**src/rtl/cell_address_allocator_pkg.sv**
```systemverilog
// Shared types for the cell address allocator: default-width cell address and allocator FSM states.
package cell_address_allocator_pkg;

  localparam int unsigned NBR_OF_PORTS_DEF  = 4;
  localparam int unsigned ADDRESSES_DEF     = 32;
  localparam int unsigned ADDRESS_WIDTH_DEF = $clog2(ADDRESSES_DEF);

  typedef logic [ADDRESS_WIDTH_DEF-1:0] cell_addr_t;

  typedef enum logic {
    ALLOC_INIT,
    ALLOC_RUN
  } alloc_state_t;

endpackage

```
**src/rtl/free_list_fifo.sv**
```systemverilog
// Circular free-address list: push at tail, pop at head, occupancy count derives full/empty.
module free_list_fifo #(
  parameter int depth = 32,
  parameter int aw    = $clog2(depth)
) (
  input  logic          clk,
  input  logic          rstn,
  input  logic          push,
  input  logic [aw-1:0] push_data,
  input  logic          pop,
  output logic [aw-1:0] head_data,
  output logic [aw:0]   count
);

  logic [aw-1:0] mem [depth];
  logic [aw-1:0] head_q, head_d;
  logic [aw-1:0] tail_q, tail_d;
  logic [aw:0]   count_q, count_d;

  // NOTE: storage is left unreset; only the pointers and count define which entries are valid.
  always_ff @(posedge clk) begin
    if (push) mem[tail_q] <= push_data;
  end

  // NOTE: every always_comb output gets a default first so no path leaves it unassigned (no latch).
  always_comb begin
    head_d  = head_q + aw'(pop);
    tail_d  = tail_q + aw'(push);
    count_d = count_q + (aw+1)'(push) - (aw+1)'(pop);
  end

  // NOTE: state registers use non-blocking assignments so all flops update from pre-edge values.
  always_ff @(posedge clk or negedge rstn) begin
    if (!rstn) begin
      head_q  <= '0;
      tail_q  <= '0;
      count_q <= '0;
    end else begin
      head_q  <= head_d;
      tail_q  <= tail_d;
      count_q <= count_d;
    end
  end

  assign head_data = mem[head_q];
  assign count     = count_q;

endmodule

```
**src/rtl/cell_address_allocator.sv**
```systemverilog
// Free-address pool for the shared cell buffer: init fill, round-robin grants, checked release.
module cell_address_allocator
  import cell_address_allocator_pkg::*;
#(
  parameter int nbrOfPorts   = 4,
  parameter int addresses    = 32,
  parameter int addressWidth = $clog2(addresses)
) (
  input  logic                    clk,
  input  logic                    rstn,
  input  logic [nbrOfPorts-1:0]   allocReq,
  output logic [nbrOfPorts-1:0]   allocGnt,
  output logic [addressWidth-1:0] allocAddr,
  input  logic                    freeValid,
  input  logic [addressWidth-1:0] freeAddr,
  output logic                    initDone,
  output logic [addressWidth:0]   freeCount,
  output logic                    errDoubleFree
);

  localparam int pw = $clog2(nbrOfPorts);

  alloc_state_t            state_q, state_d;
  logic [addressWidth-1:0] init_cnt_q, init_cnt_d;
  logic [addresses-1:0]    in_use_q, in_use_d;
  logic [pw-1:0]           rr_q, rr_d;
  logic [nbrOfPorts-1:0]   gnt_q, gnt_d;
  logic [addressWidth-1:0] addr_q, addr_d;
  logic                    init_done_q, init_done_d;
  logic                    err_q, err_d;

  logic                    fifo_push, fifo_pop;
  logic [addressWidth-1:0] fifo_push_data, fifo_head;
  logic [addressWidth:0]   fifo_count;

  logic [nbrOfPorts-1:0]   eligible;
  logic [pw-1:0]           win, cand;
  logic                    found;

  free_list_fifo #(
    .depth (addresses),
    .aw    (addressWidth)
  ) u_free_list (
    .clk       (clk),
    .rstn      (rstn),
    .push      (fifo_push),
    .push_data (fifo_push_data),
    .pop       (fifo_pop),
    .head_data (fifo_head),
    .count     (fifo_count)
  );

  always_comb begin
    state_d        = state_q;
    init_cnt_d     = init_cnt_q;
    in_use_d       = in_use_q;
    rr_d           = rr_q;
    gnt_d          = '0;
    addr_d         = addr_q;
    init_done_d    = (state_q == ALLOC_RUN);
    err_d          = 1'b0;
    fifo_push      = 1'b0;
    fifo_push_data = init_cnt_q;
    fifo_pop       = 1'b0;

    // The registered grant doubles as last-granted mask: the winner sits out one cycle.
    eligible = allocReq & ~gnt_q;
    win      = '0;
    cand     = '0;
    found    = 1'b0;
    for (int i = 0; i < nbrOfPorts; i++) begin
      cand = pw'((int'(rr_q) + i) % nbrOfPorts);
      if (!found && eligible[cand]) begin
        found = 1'b1;
        win   = cand;
      end
    end

    case (state_q)
      ALLOC_INIT: begin
        fifo_push      = 1'b1;
        fifo_push_data = init_cnt_q;
        init_cnt_d     = init_cnt_q + 1'b1;
        if (init_cnt_q == addressWidth'(addresses - 1)) state_d = ALLOC_RUN;
      end
      ALLOC_RUN: begin
        if (found && fifo_count != '0) begin
          fifo_pop            = 1'b1;
          gnt_d[win]          = 1'b1;
          addr_d              = fifo_head;
          in_use_d[fifo_head] = 1'b1;
          rr_d                = pw'((int'(win) + 1) % nbrOfPorts);
        end
        // A popped address is never in use, so the set above and this clear cannot collide.
        if (freeValid) begin
          if (in_use_q[freeAddr]) begin
            fifo_push          = 1'b1;
            fifo_push_data     = freeAddr;
            in_use_d[freeAddr] = 1'b0;
          end else begin
            err_d = 1'b1;
          end
        end
      end
      default: state_d = ALLOC_INIT;
    endcase
  end

  always_ff @(posedge clk or negedge rstn) begin
    if (!rstn) begin
      state_q     <= ALLOC_INIT;
      init_cnt_q  <= '0;
      in_use_q    <= '0;
      rr_q        <= '0;
      gnt_q       <= '0;
      addr_q      <= '0;
      init_done_q <= 1'b0;
      err_q       <= 1'b0;
    end else begin
      state_q     <= state_d;
      init_cnt_q  <= init_cnt_d;
      in_use_q    <= in_use_d;
      rr_q        <= rr_d;
      gnt_q       <= gnt_d;
      addr_q      <= addr_d;
      init_done_q <= init_done_d;
      err_q       <= err_d;
    end
  end

  assign allocGnt      = gnt_q;
  assign allocAddr     = addr_q;
  assign initDone      = init_done_q;
  assign freeCount     = fifo_count;
  assign errDoubleFree = err_q;

endmodule

```
**config.mk**
```make
export PLATFORM = sky130hd
export DESIGN_NAME = cell_address_allocator
export DESIGN_NICKNAME = d
export VERILOG_FILES = /design/src/rtl/cell_address_allocator_pkg.sv /design/src/rtl/free_list_fifo.sv /design/src/rtl/cell_address_allocator.sv
export SDC_FILE = /design/constraint.sdc
export NUM_CORES = 1
export LEC_CHECK = 0
export ABC_AREA = 1
export CORE_UTILIZATION = 45
export CTS_CLUSTER_DIAMETER = 50
export DETAILED_ROUTE_END_ITERATION = 10
export PLACE_DENSITY_LB_ADDON = 0.08
export SLEW_MARGIN = 30
export SYNTH_ARGS = -nofsm -noshare
export SYNTH_HDL_FRONTEND = slang
export SYNTH_SLANG_ARGS = --single-unit
```
**constraint.sdc**
```tcl
create_clock -name clk -period 3 [get_ports clk]
set_clock_uncertainty 0.1 [all_clocks]
set_input_delay 0.9 -clock clk [delete_from_list [all_inputs] [get_ports clk]]
set_output_delay 0.9 -clock clk [all_outputs]
set_load 0.1 [all_outputs]
```
==> results of run 1 <==
[layer usage]
layer  part of all wire (%)  GRT usage [%]  up-vias
met1                     47           34.7     3942
met2                     45           36.8      210
met3                    6.0           3.77       40
li1                       -              -     4103
met4                    1.5           4.76        0
met5                      0              0        -
[where the power goes]
group          internal, mW  total (mW)  switching [mW]  leakage, nW
Combinational          1.94        6.40            4.46         3.02
Sequential             3.83        4.18           0.350         2.25
Clock                  2.03        3.34            1.31        0.464
[worst max path at each step]
| stage | startpoint | endpoint | slack, ns |
|---|---|---|---|
| after floorplan | freeAddr[1] | u_free_list.mem[0][0]$_DFFE_PP_ | -0.17 |
| after global placement | freeAddr[1] | u_free_list.count[4]$_DFF_PN0_ | -0.54 |
| after detailed placement | freeAddr[1] | u_free_list.count[5]$_DFF_PN0_ | -0.58 |
| after CTS | allocReq[3] | u_free_list.count[4]$_DFF_PN0_ | 0.0003 |
| after global routing | allocReq[3] | u_free_list.count[4]$_DFF_PN0_ | -0.05 |
| final | allocReq[3] | u_free_list.count[4]$_DFF_PN0_ | 0.09 |
[synthesized netlist by cell type (6+ instances only)]
library cell / n / area (um^2)
clkbuf_1: 10 / 37.5
nand2_1: 378 / 1420
nor3_1: 17 / 85.1
buf_4: 7 / 52.6
nand3_1: 125 / 626
nand2_2: 12 / 75.1
a21oi_1: 41 / 205
inv_1: 71 / 267
nor2_2: 6 / 37.5
o21ai_0: 29 / 145
buf_2: 22 / 110
dfrtp_1: 67 / 1680
xor2_1: 10 / 87.6
edfxtp_1: 160 / 4800
inv_2: 6 / 22.5
ha_1: 18 / 225
a22oi_1: 9 / 67.6
nor2_1: 145 / 544
[flip-flops by register name, indices dropped and copies added, names as in the netlist, 2 cells and up]
| name | count |
|---|---|
| u_free_list.tail_q | 5 |
| in_use_q | 32 |
| allocAddr | 5 |
| rr_q | 2 |
| u_free_list.head_q | 5 |
| u_free_list.count | 6 |
| init_cnt_q | 5 |
| allocGnt | 4 |
| u_free_list.mem | 160 |
[cell type report]
cell class | count | area, um^2 | share of cell area, %
clock buffer | 37 | 828 | 6.28
clock inverter | 13 | 115 | 0.872
inverter | 80 | 305 | 2.31
multi-input combinational | 822 | 3930 | 29.8
sequential | 227 | 6490 | 49.2
tap | 319 | 399 | 3.02
timing repair buffer | 125 | 1120 | 8.51
[what timing repair did]
action / in CTS / in global routing
resized for setup: 2 / 31
endpoints found under the setup margin: 2 / 166
hold buffers: 0 / 0
pin swaps: 0 / 9
buffers inserted: 0 / 1
[critical path, stage by stage]
cell and delay [ns]:
clkdlybuf4s50_1 0.51, nand3_2 0.10, nand3_1 0.14, nand2_2 0.09, nand4_4 0.11, nand3_4 0.08
inv_4 0.10, ha_1 0.22, inv_1 0.06, ha_1 0.14, inv_1 0.06, fa_2 0.33
inv_1 0.06, a21oi_1 0.05, o21ai_1 0.15, xor2_1 0.15
[stage by stage]
step,worst slack (ns),hold slack [ns]
3_5_place_dp,-0.584,0.374
2_1_floorplan,-0.168,0.252
4_1_cts,0.000310,0.286
3_3_place_gp,-0.535,0.365
6_report,0.0910,0.274
5_1_grt,-0.0507,0.315
[logic make-up (layout without fill, tap and decap cells)]
group,count (synthesis),count (layout),synth area share [%]
xor gates and xnor gates,13,13,1.05
buffers and inverters,126,255,5.17
DFF,227,227,59.8
AOI/OAI and AO/OA,90,90,4.47
adders and majority gates,19,19,2.26
and+or+nand+nor,700,700,27.3
==> impl_metrics.tcl, run 1 <==
set metrics [dict create \
    start_kind "input pin" \
    synthCells 1175 \
    wl_um 28100 \
    ios 29 \
    die_area_um2 24700 \
    critical_path.max_fanout 2 \
    syn_avg_cell_area_um2 9.23 \
    synth_fp_nets 1206 \
    fin_crit_sh_pct 97.0 \
    fin_cells 1623 \
    cts.clk_slew.worst_paths_ns 0.06 \
    fin_tns_setup_ns 0 \
    die_width_um 157 \
    placedCellCount 1572 \
    cts-buffers-inserted 28 \
    r2r-start "rr_q[0]$_DFFE_PN0P_" \
    gp_congestion 0.857 \
    diodes 0 \
    dr.pass1.iters 4 \
    track_usage_pct 23.6 \
    endpoint_kind "flip-flop" \
    fillers 2159 \
    coreArea_um2 23500 \
    hpwl_um 18900 \
    grt_pass1_vias 7893 \
    final_util_pct 56.1 \
    min_path_type "input pin to asynchronous set/reset pin" \
    timing.final.max_slew_violations 0 \
    htree_levels 1 \
    critPathKind "input pin to flip-flop" \
    clock_sinks 227 \
    powerDensity_nw_per_um2 1050 \
    power_mw 13.9 \
    yosysWarnings 0 \
    reg2reg_slack_ns 0.17 \
    p_leak_nw 5.73 \
    worstReg2RegEnd "u_free_list.count[4]$_DFF_PN0_" \
    fin_crit_ns 2.91 \
    ys.flop_type "edfxtp_1" \
    grt_remaining_overflow 0 \
    antenna_found_initial 0 \
    async_reset_ff_share_pct 29.5 \
    cp.required_ns 3.36 \
    vias 8295 \
    setup_violations 0 \
    maxSlewHeadroom_pct 58.7 \
    grt_pass1_wl_um 44100 \
    placedInstanceArea_um2 12100 \
    mostFrequentLayoutCell "nand2_1" \
    io_buffers 28 \
    finalInstanceArea_um2 13200 \
    ir_worst_vdd_mv 1.03 \
    areaGrowthSynthToFinish_pct 21.7 \
    drc 0 \
    yosysSeqAreaShare_pct 59.8 \
    start_util_pct 46.1 \
    reg2regPathDepth 17 \
    die_y_um 157 \
    ant_nets 0 \
    final_hold_viol_count 0 \
    num_rows 56 \
    drv_cap 0 \
    layout-drive-gt1-share_pct 18.0 \
    cts_tree "done" \
    yosysUniqueCellTypes 40 \
    fmaxAchievable_mhz 344 \
    cts_root_buf "clkbuf_16" \
    synth.cell_area_um2 10800 \
    synth_edf_count 160 \
    nets 1315 \
    clk_path_buf_depth 3 \
    tightest_slew_ns 0.620 \
    grt_max_degree 91 \
    run_status "completed" \
    layout_common_cells "374 x nand2_1, 160 x edfxtp_1, 145 x nor2_1" \
    critical_path_arrival_ns 3.27 \
    worstSkewPairLatency_ns 0.54 \
    post_drt_wl_per_cell_um 17.3 \
    synth_seq_cells 227 \
    drtIter0Drc 638 \
    viasPerCell 5.11 \
]
Power figures use the tool's default switching activity.
==> run 2, diff against run 1 <==
Settings changed: SKIP_LAST_GASP from default to 1.
==> results of run 2 <==
Same layout as run 1: the final DEF is identical, and so are final timing and power.
==> run 3, diff against run 2 <==
Settings changed: CELL_PAD_IN_SITES_DETAIL_PLACEMENT from default to 2, CELL_PAD_IN_SITES_GLOBAL_PLACEMENT from default to 2, CORE_UTILIZATION 45 to 36.
==> run 3 against run 2 <==
- non-clock buffer count grew 9
- worst hold slack better by 0.021 ns
- critical path depth fell by 3
- via count up 6.9%
- clock power is 18% higher
- first-iteration DRC count decreased by 32%
- wire length is 31% higher
- register-to-register slack is essentially flat
- sequential power increased by 1%
==> impl_metrics.tcl, run 3 (synthesized netlist as in run 1, its figures left out) <==
set metrics [dict create \
    clock_sinks 227 \
    hold-worst-slack_ns 0.294 \
    worst_slack_ns 0.123 \
    mostFrequentLayoutCell "nand2_1" \
    tightest_slew_ns 0.632 \
    layout-drive-gt1-share_pct 19.8 \
    die_y_um 176 \
    post_drt_wl_per_cell_um 21.6 \
    drv_cap 0 \
    largest_reg_flops 160 \
    grt_pass1_vias 9667 \
    areaGrowthSynthToFinish_pct 25.3 \
    fmaxAchievable_mhz 348 \
    ant_nets 0 \
    track_usage_pct 24.9 \
    cts.clk_slew.worst_paths_ns 0.06 \
    crit_path_end "u_free_list.mem[18][3]$_DFFE_PP_" \
    diodes 0 \
    fillers 3180 \
    antenna_found_initial 0 \
    r2r-start "rr_q[0]$_DFFE_PN0P_" \
    final_util_pct 45.9 \
    cp.required_ns 3.12 \
    grt_remaining_overflow 0 \
    post-place-ws_ns -0.723 \
    grt_pass1_wl_um 57800 \
    clk_path_buf_depth 3 \
    die_width_um 176 \
    cts_hold_buf 0 \
    gp_congestion 0.839 \
    setup_violations 0 \
    grt_max_degree 65 \
    fin_crit_sh_pct 95.9 \
    fin_tns_setup_ns 0 \
    top_register "u_free_list.mem" \
    final_hold_viol_count 0 \
    dr.pass1.iters 5 \
    power_mw 15.3 \
    coreArea_um2 29600 \
    start_util_pct 36.6 \
    reg2reg_slack_ns 0.18 \
    critPathLaunch "freeAddr[4]" \
    viasPerCell 5.18 \
    nets 1330 \
    critical_path.max_fanout 8 \
    fin_crit_ns 2.88 \
    vias 8869 \
    cts_root_buf "clkbuf_16" \
    min_path_type "input pin to asynchronous set/reset pin" \
    wl_um 36900 \
    worstReg2RegEnd "u_free_list.count[4]$_DFF_PN0_" \
    critical_path_arrival_ns 3.00 \
    layout_common_cells "373 x nand2_1, 160 x edfxtp_1, 145 x nor2_1" \
    ir_worst_vdd_mv 0.704 \
    die_area_um2 30800 \
    timing.final.max_slew_violations 0 \
    num_rows 63 \
    htree_levels 2 \
    endpoint_kind "flip-flop" \
    powerDensity_nw_per_um2 1120 \
    reg2regPathDepth 17 \
    drc 0 \
    run_status "completed" \
    start_kind "input pin" \
    p_leak_nw 5.88 \
    critPathKind "input pin to flip-flop" \
    cts_tree "done" \
    hpwl_um 25100 \
    maxSlewHeadroom_pct 57.8 \
    ios 29 \
    cts-buffers-inserted 34 \
    drtIter0Drc 437 \
    worstSkewPairLatency_ns 0.52 \
    io_buffers 28 \
]
run 3: where the power goes:
part | internal (mW) | switching [mW] | total, mW
clock | 2.41 | 1.51 | 3.93
sequential | 3.83 | 0.403 | 4.23
combinational | 2.10 | 5.00 | 7.10
run 3: how the worst min path moves through the flow:
stage | end | slack [ns] | cells past startpoint
6_report | allocAddr[4]$_DFFE_PN0P_ | 0.29 | 1
5_1_grt | allocAddr[2]$_DFFE_PN0P_ | 0.32 | 1
4_1_cts | rr_q[0]$_DFFE_PN0P_ | 0.30 | 1
3_5_place_dp | in_use_q[22]$_DFFE_PN0P_ | 0.38 | 2
3_3_place_gp | in_use_q[22]$_DFFE_PN0P_ | 0.36 | 2
2_1_floorplan | initDone$_DFF_PN0_ | 0.25 | 0
run 3: routing by layer:
layer  vias to the layer above  global-route usage [%]  wire (um)
li1                       4135                       -          -
met1                      4537                    34.5      17200
met3                        50                    3.85       1480
met5                         -                       0          0
met4                         0                    6.01        624
met2                       147                    40.7      17600
run 3: repair_timing:
item | 4_1_cts | 5_1_grt
setup endpoints to repair | 119 | 100
pin swaps | 3 | 12
buffers inserted | 3 | 5
resized for setup | 19 | 35
run 3: area by class of cell:
cell class | instances | area (um^2) | share of cell area [%]
timing repair buffer | 134 | 1200 | 8.85
clock buffer | 45 | 942 | 6.93
tap | 390 | 488 | 3.59
inverter | 80 | 310 | 2.28
sequential | 227 | 6490 | 47.8
multi-input combinational | 822 | 3980 | 29.3
clock inverter | 15 | 171 | 1.26
run 3: critical path, stage by stage:
cell and delay, ns:
clkdlybuf4s50_1 0.46, buf_4 0.20, nor3_2 0.22, nand2_1 0.08, nand2_1 0.06, nor2_1 0.04
nand2_2 0.09, nand2_4 0.06, nand2_4 0.10, buf_4 0.19, nand3_4 0.18, nor2_1 0.21
buf_4 0.20
run 3: per-stage QoR:
stage,std cells,cell area [um^2]
detailed placement,1645,12200
global placement,1645,12200
CTS,1708,13500
global route,1713,13600
finish,1713,13600
floorplan,1175,10900
